### src/rtl/timer_client_if.sv
// Request/response channel between the core's CSR/MMIO path and timer_client.
// The core drives the master side and timer_client implements the slave side.
interface timer_client_if;
  logic        reqValid;
  logic        reqReady;
  logic [1:0]  reqOp;
  logic [63:0] reqData;
  logic        respValid;
  logic [63:0] respData;
  logic        respError;

  modport master (
    output reqValid, reqOp, reqData,
    input  reqReady, respValid, respData, respError
  );

  modport slave (
    input  reqValid, reqOp, reqData,
    output reqReady, respValid, respData, respError
  );
endinterface

### src/rtl/timer_client.sv
// Turns single 64-bit mtime/mtimecmp requests into the 32-bit timer access
// sequences that give tear-free reads and glitch-free writes.
module timer_client #(
  parameter int MAX_RETRY = 2
) (
  input  logic          clk,
  input  logic          rst,
  timer_client_if.slave req,
  output logic [3:0]    timerAddr_o,
  output logic [31:0]   timerWriteData_o,
  output logic          timerReadEnable_o,
  output logic          timerWriteEnable_o,
  input  logic [31:0]   timerReadData_i,
  input  logic          timerIrq_i,
  output logic          irqOut_o
);

  localparam int RW = (MAX_RETRY < 1) ? 1 : $clog2(MAX_RETRY + 1);

  typedef enum logic [1:0] {
    OP_RD_TIME = 2'd0,
    OP_RD_CMP  = 2'd1,
    OP_WR_TIME = 2'd2,
    OP_WR_CMP  = 2'd3
  } op_e;

  typedef enum logic [3:0] {
    IDLE  = 4'd0,
    T_HI1 = 4'd1,
    T_LO  = 4'd2,
    T_HI2 = 4'd3,
    C_LO  = 4'd4,
    C_HI  = 4'd5,
    W1    = 4'd6,
    W2    = 4'd7,
    W3    = 4'd8,
    RESP  = 4'd9
  } state_e;

  state_e        state_q, state_d;
  op_e           op_q, op_d;
  logic [63:0]   data_q, data_d;
  logic [31:0]   hi_q, hi_d;
  logic [31:0]   lo_q, lo_d;
  logic [RW-1:0] retry_q, retry_d;
  logic [63:0]   result_q, result_d;
  logic          err_q, err_d;
  logic          irq_q, irq_d;
  logic          isCmp;

  assign isCmp           = (op_q == OP_WR_CMP);
  assign req.reqReady    = (state_q == IDLE) && !rst;
  assign irqOut_o        = irq_q;

  always_ff @(posedge clk or posedge rst) begin
    if (rst) begin
      state_q  <= IDLE;
      op_q     <= OP_RD_TIME;
      data_q   <= '0;
      hi_q     <= '0;
      lo_q     <= '0;
      retry_q  <= '0;
      result_q <= '0;
      err_q    <= 1'b0;
      irq_q    <= 1'b0;
    end else begin
      state_q  <= state_d;
      op_q     <= op_d;
      data_q   <= data_d;
      hi_q     <= hi_d;
      lo_q     <= lo_d;
      retry_q  <= retry_d;
      result_q <= result_d;
      err_q    <= err_d;
      irq_q    <= irq_d;
    end
  end

  // The interrupt is frozen while a multi-word write may leave the timer transiently inconsistent.
  always_comb begin
    irq_d = timerIrq_i;
    if (state_q == W1 || state_q == W2 || state_q == W3) begin
      irq_d = irq_q;
    end
  end

  always_comb begin
    state_d            = state_q;
    op_d               = op_q;
    data_d             = data_q;
    hi_d               = hi_q;
    lo_d               = lo_q;
    retry_d            = retry_q;
    result_d           = result_q;
    err_d              = err_q;
    timerAddr_o        = 4'd0;
    timerWriteData_o   = 32'd0;
    timerReadEnable_o  = 1'b0;
    timerWriteEnable_o = 1'b0;
    req.respValid      = 1'b0;
    req.respData       = 64'd0;
    req.respError      = 1'b0;

    case (state_q)
      IDLE: begin
        if (req.reqValid) begin
          op_d    = op_e'(req.reqOp);
          data_d  = req.reqData;
          retry_d = '0;
          err_d   = 1'b0;
          case (op_e'(req.reqOp))
            OP_RD_TIME: state_d = T_HI1;
            OP_RD_CMP:  state_d = C_LO;
            default:    state_d = W1;
          endcase
        end
      end

      T_HI1: begin
        timerReadEnable_o = 1'b1;
        timerAddr_o       = 4'd4;
        hi_d              = timerReadData_i;
        state_d           = T_LO;
      end

      T_LO: begin
        timerReadEnable_o = 1'b1;
        timerAddr_o       = 4'd0;
        lo_d              = timerReadData_i;
        state_d           = T_HI2;
      end

      // A changed high word means the low word may have wrapped between reads.
      T_HI2: begin
        timerReadEnable_o = 1'b1;
        timerAddr_o       = 4'd4;
        if (timerReadData_i == hi_q) begin
          result_d = {hi_q, lo_q};
          state_d  = RESP;
        end else if (retry_q == RW'(MAX_RETRY)) begin
          result_d = {timerReadData_i, lo_q};
          err_d    = 1'b1;
          state_d  = RESP;
        end else begin
          hi_d     = timerReadData_i;
          retry_d  = retry_q + RW'(1);
          state_d  = T_LO;
        end
      end

      C_LO: begin
        timerReadEnable_o = 1'b1;
        timerAddr_o       = 4'd8;
        lo_d              = timerReadData_i;
        state_d           = C_HI;
      end

      C_HI: begin
        timerReadEnable_o = 1'b1;
        timerAddr_o       = 4'd12;
        result_d          = {timerReadData_i, lo_q};
        state_d           = RESP;
      end

      // The low word is parked first so no intermediate value can carry or compare early.
      W1: begin
        timerWriteEnable_o = 1'b1;
        timerAddr_o        = isCmp ? 4'd8 : 4'd0;
        timerWriteData_o   = isCmp ? 32'hFFFF_FFFF : 32'd0;
        state_d            = W2;
      end

      W2: begin
        timerWriteEnable_o = 1'b1;
        timerAddr_o        = isCmp ? 4'd12 : 4'd4;
        timerWriteData_o   = data_q[63:32];
        state_d            = W3;
      end

      W3: begin
        timerWriteEnable_o = 1'b1;
        timerAddr_o        = isCmp ? 4'd8 : 4'd0;
        timerWriteData_o   = data_q[31:0];
        result_d           = data_q;
        err_d              = 1'b0;
        state_d            = RESP;
      end

      RESP: begin
        req.respValid = 1'b1;
        req.respData  = result_q;
        req.respError = err_q;
        state_d       = IDLE;
      end

      default: state_d = IDLE;
    endcase
  end

endmodule

### src/flat_wrapper.sv
// flat-port wrapper written by rule: the top's interface ports become plain ports
module timer_client_flat 
#(
  parameter int MAX_RETRY = 2
)
  (clk, rst, timerAddr_o, timerWriteData_o, timerReadEnable_o, timerWriteEnable_o, timerReadData_i, timerIrq_i, irqOut_o, req_reqValid, req_reqOp, req_reqData, req_reqReady, req_respValid, req_respData, req_respError);
  timer_client_if req_i ();
  input  logic clk;
  input  logic rst;
  output logic [3:0] timerAddr_o;
  output logic [31:0] timerWriteData_o;
  output logic timerReadEnable_o;
  output logic timerWriteEnable_o;
  input  logic [31:0] timerReadData_i;
  input  logic timerIrq_i;
  output logic irqOut_o;
  input wire logic [$bits(req_i.reqValid)-1:0] req_reqValid;
  input wire logic [$bits(req_i.reqOp)-1:0] req_reqOp;
  input wire logic [$bits(req_i.reqData)-1:0] req_reqData;
  output wire logic [$bits(req_i.reqReady)-1:0] req_reqReady;
  output wire logic [$bits(req_i.respValid)-1:0] req_respValid;
  output wire logic [$bits(req_i.respData)-1:0] req_respData;
  output wire logic [$bits(req_i.respError)-1:0] req_respError;
  assign req_i.reqValid = req_reqValid;
  assign req_i.reqOp = req_reqOp;
  assign req_i.reqData = req_reqData;
  assign req_reqReady = req_i.reqReady;
  assign req_respValid = req_i.respValid;
  assign req_respData = req_i.respData;
  assign req_respError = req_i.respError;
  timer_client #(.MAX_RETRY(MAX_RETRY)) u_core (.clk(clk), .rst(rst), .req(req_i), .timerAddr_o(timerAddr_o), .timerWriteData_o(timerWriteData_o), .timerReadEnable_o(timerReadEnable_o), .timerWriteEnable_o(timerWriteEnable_o), .timerReadData_i(timerReadData_i), .timerIrq_i(timerIrq_i), .irqOut_o(irqOut_o));
endmodule
### config.mk
export PLATFORM = sky130hd
export DESIGN_NAME = timer_client_flat
export DESIGN_NICKNAME = d
export VERILOG_FILES = /design/src/rtl/timer_client_if.sv /design/src/rtl/timer_client.sv /design/src/flat_wrapper.sv
export SDC_FILE = /design/constraint.sdc
export NUM_CORES = 1
export LEC_CHECK = 0
export ABC_AREA = 1
export CORE_AREA = 2 2 210 212
export CTS_CLUSTER_SIZE = 16
export DETAILED_ROUTE_END_ITERATION = 16
export DIE_AREA = 0 0 212 214
export PLACE_DENSITY_LB_ADDON = 0.1
export SLEW_MARGIN = 20
export SYNTH_ARGS = -nofsm -noshare
export SYNTH_HDL_FRONTEND = slang
export SYNTH_SLANG_ARGS = --single-unit
### constraint.sdc
create_clock -name clk -period 19.45 [get_ports clk]
set_input_delay 1.945 -clock clk [delete_from_list [all_inputs] [get_ports clk]]
set_output_delay 1.945 -clock clk [all_outputs]
set_load 0.005 [all_outputs]
==> out/qor.json <==
{
  "run_status": {
    "result_of_the_run": "complete, no violations"
  },
  "die": {
    "start_util": 0.2376,
    "num_io_pins": 208,
    "rows": 76,
    "die_area_um2": 45370,
    "coreArea_um2": 42890,
    "die_width_um": 212,
    "die-height_um": 214
  },
  "clock_tree": {
    "cts_sinks": 202,
    "clock_latency_ns": 0.55,
    "ctsLongestPathBuffers": 3,
    "cts_inserted_buffers": 26,
    "postCtsSetupBuffers": 0,
    "htree_levels": 1,
    "path_clk_slew_ns": 0.06,
    "clk_root_buffer_cell": "sky130_fd_sc_hd__clkbuf_16",
    "cts-hold-fix-buffers": 0,
    "tritoncts_clock_tree": "yes",
    "number_of_gates_given_a_new_drive_strength_after_cts": 0
  },
  "power": {
    "comb_power_share": 0.410,
    "total_net_switching_power_uw": 823.5,
    "power.internal_mw": 1.233,
    "ir_drop_uv": 73.56,
    "power.share.switching": 0.4005,
    "power-per-cell-area_nw_per_um2": 151.8,
    "power.share.sequential": 0.357,
    "cellLeakagePower_nw": 6.254,
    "p_clk_frac": 0.234
  },
  "final_layout": {
    "fill_cells": 4602,
    "nets": 1534,
    "areaGrowthSynthToFinish_pct": 32.93,
    "ff_latch_area_um2": 5055,
    "share_of_layout_cells_above_drive_strength_1": 0.09041,
    "fin_util": 0.3158,
    "total_area_of_multi_input_combinational_cells_um2": 4108
  },
  "critical_path": {
    "critPathRequiredTime_ns": 17.50,
    "timing.critical_path.to_type": "primary output",
    "crit_buf_inv": 4,
    "critical-path-slowest-cell": "sky130_fd_sc_hd__buf_4",
    "cp_max_fo": 77,
    "setup_crit_start_kind": "flop",
    "crit_path_cell_trace": "inv_1 -> nor2_1 -> nand2_2 -> inv_2 -> buf_4 -> nand2_1 -> o211ai_1 -> clkdlybuf4s50_1",
    "timing_worst_setup_path_type": "flop to primary output",
    "worstPathArrival_ns": 3.62,
    "critical_path.max_stage_delay_ns": 0.69,
    "worst_path_dominant_cell_family": "buffers and inverters"
  },
  "sta": {
    "final.setup_skew_ns": 0.009328,
    "postLayoutSetupSlackWorst_ns": 13.88,
    "tns_ns": 0,
    "final_setup_fails": 0,
    "post-route-period-util": 0.2863,
    "smallest_hold_slack_ns": 0.4671,
    "final_max_slew_viol_count": 0,
    "timing_hold_violations_final": 0,
    "slew-limit-headroom": 0.3128,
    "worst_slew_pin_slew_ns": 1.030,
    "achievable-frequency_ghz": 0.1796,
    "rsz0062_at_grt": "no",
    "post-route-min-period_ns": 5.569
  },
  "hold_path": {
    "worst_hold_path_type": "flop to flop"
  },
  "synthesis": {
    "synth_area_per_cell_um2": 8.068,
    "warnings_synthesis": 0,
    "ys_seq_elements": 202,
    "synthesis.area_um2": 10190,
    "netlist-cell-type-count": 30,
    "synthCells": 1263,
    "synth_sequential_area_ratio": 0.4961
  },
  "detailed_routing": {
    "postRouteWirelength_um": 36340,
    "drcViolationCount": 0,
    "first_pass_iters": 5,
    "drtAntennaViolNets": 0,
    "wl_per_cell_um": 17.84,
    "vias_per_cell": 4.343,
    "dr_total_vias": 8846,
    "detailedRoute.firstIterationViolations": 498
  },
  "grt": {
    "grt.total_usage": 0.1599,
    "largest_net_degree_at_the_start_of_global_routing": 93,
    "first_global_vias": 9014,
    "grt_pass1_wl_um": 55320,
    "grt.overflow.total": 0,
    "number_of_antenna_violations_at_the_first_check_in_global_routing": 6
  },
  "run": {
    "cap_viol_max_count": 0
  },
  "place": {
    "pre_cts_ws_ns": 13.98,
    "place.detailed.hpwl_um": 24380,
    "place.port_buffers": 205,
    "routabilityCongestion": 0.7737
  }
}
-- layer usage --
layer,up-vias,part of all wire,GRT usage
met5,-,0.00085,0
met4,6,0.024,0.04225
met3,53,0.049,0.03196
met2,217,0.47,0.2652
met1,4231,0.45,0.2115
li1,4339,-,-
-- power by group through the flow --
stage | clock network, mW | logic [mW] | registers, mW
detailed placement | 0 | 0.863 | 0.740
global route | 0.514 | 0.964 | 0.758
floorplan | 0 | 0.588 | 0.708
CTS | 0.498 | 0.868 | 0.734
global placement | 0 | 0.856 | 0.736
finish | 0.480 | 0.842 | 0.734
-- area by class of cell --
class,count,share of cell area
flip-flops and latches,202,0.3732
inverters,180,0.05043
diodes,3,0.0005542
clock buffers,39,0.05764
repair buffers,214,0.1565
multi-input cells,807,0.3033
clock inverters,7,0.004434
well taps,585,0.05404
-- synth_stat cells (all sizes together) --
cell type / count / area (um^2)
or3: 1 / 6.260
o221ai: 19 / 166.4
inv: 180 / 675.7
clkbuf: 26 / 97.59
a21oi: 22 / 110.1
buf: 49 / 292.8
o22ai: 1 / 12.51
nor2: 107 / 416.7
o31ai: 1 / 7.510
o211ai: 33 / 247.7
nand4: 3 / 18.77
nor3: 3 / 20.02
xnor2: 21 / 183.9
ha: 1 / 12.51
o21ai: 101 / 505.5
nand3: 102 / 520.5
conb: 1 / 3.750
dfrtp: 202 / 5055
mux2: 47 / 529.3
nand2: 343 / 1308
-- kinds of logic (layout without fill, tap and decap cells) --
kind of cell             count (synthesis)  after routing  synth area share
multiplexers                            47             47           0.05194
AO/OA/AOI/OAI                          177            177            0.1030
other                                    1              5         0.0003680
flip-flops                             202            202            0.4961
XOR/XNOR                                21             21           0.01805
adder cells (fa/ha/maj)                  1              1          0.001228
AND/OR/NAND/NOR                        559            559            0.2247
buffers and inverters                  255            440            0.1046
-- layout by cell type (no fill, tap or decap), types with 2 or more instances in the layout --
cell                                n
sky130_fd_sc_hd__xnor2_1           21
sky130_fd_sc_hd__buf_4              9
sky130_fd_sc_hd__clkbuf_16         27
sky130_fd_sc_hd__nor3_1             2
sky130_fd_sc_hd__clkbuf_1           6
sky130_fd_sc_hd__nand2_1          335
sky130_fd_sc_hd__a21oi_1           22
sky130_fd_sc_hd__clkdlybuf4s50_1  205
sky130_fd_sc_hd__o21ai_0           78
sky130_fd_sc_hd__clkbuf_8           6
sky130_fd_sc_hd__clkinv_2           6
sky130_fd_sc_hd__nand2_2            5
sky130_fd_sc_hd__inv_2             16
sky130_fd_sc_hd__conb_1             2
sky130_fd_sc_hd__nand3_1          100
sky130_fd_sc_hd__inv_1            163
sky130_fd_sc_hd__nor2_2             5
sky130_fd_sc_hd__o211ai_1          33
sky130_fd_sc_hd__o21ai_1           23
sky130_fd_sc_hd__dfrtp_1          202
sky130_fd_sc_hd__diode_2            3
sky130_fd_sc_hd__nand2_4            3
sky130_fd_sc_hd__nor2_1           101
sky130_fd_sc_hd__nand4_1            3
sky130_fd_sc_hd__mux2_2            47
sky130_fd_sc_hd__o221ai_1          19
-- sequential cells by signal, indices dropped and copies added, names as in the netlist --
name             count
u_core.data_q       64
u_core.state_q       4
u_core.hi_q         32
u_core.retry_q       2
u_core.lo_q         32
u_core.irqOut_o      1
u_core.result_q     64
u_core.op_q          2
u_core.err_q         1
-- stage by stage --
step	power [mW]	area, um^2	instances
global route	2.236	13540	2035
finish	2.056	13550	2037
detailed placement	1.603	12690	1988
global placement	1.592	12690	1988
CTS	2.100	13540	2034
floorplan	1.297	10190	1264
-- worst register-to-register path, cell delays in order (launching register included) --
cell                      delay, ns
sky130_fd_sc_hd__dfrtp_1       0.39
sky130_fd_sc_hd__inv_1         0.07
sky130_fd_sc_hd__nand2_1       0.13
sky130_fd_sc_hd__inv_1         0.41
sky130_fd_sc_hd__nand2_2       0.52
sky130_fd_sc_hd__nand3_4       0.79
sky130_fd_sc_hd__nand2_2       0.65
sky130_fd_sc_hd__buf_4         0.62
sky130_fd_sc_hd__nand2_1       0.14
sky130_fd_sc_hd__nand2_1       0.08
-- worst paths after layout --
path                                          start                   end  slack, ns  cells after the start
max in group asynchronous                       rst       u_core.lo_q[15]      16.06                      3
min in group asynchronous                       rst   u_core.result_q[39]       1.97                      2
worst min-delay path            u_core.result_q[27]   u_core.result_q[27]       0.47                      2
worst max-delay path              u_core.state_q[3]  timerWriteData_o[31]      13.88                      8
worst max register to register    u_core.state_q[3]   u_core.result_q[19]      15.58                      9
worst min register to register  u_core.result_q[27]   u_core.result_q[27]       0.47                      2
Note: power is estimated with default switching activity, not from simulation.
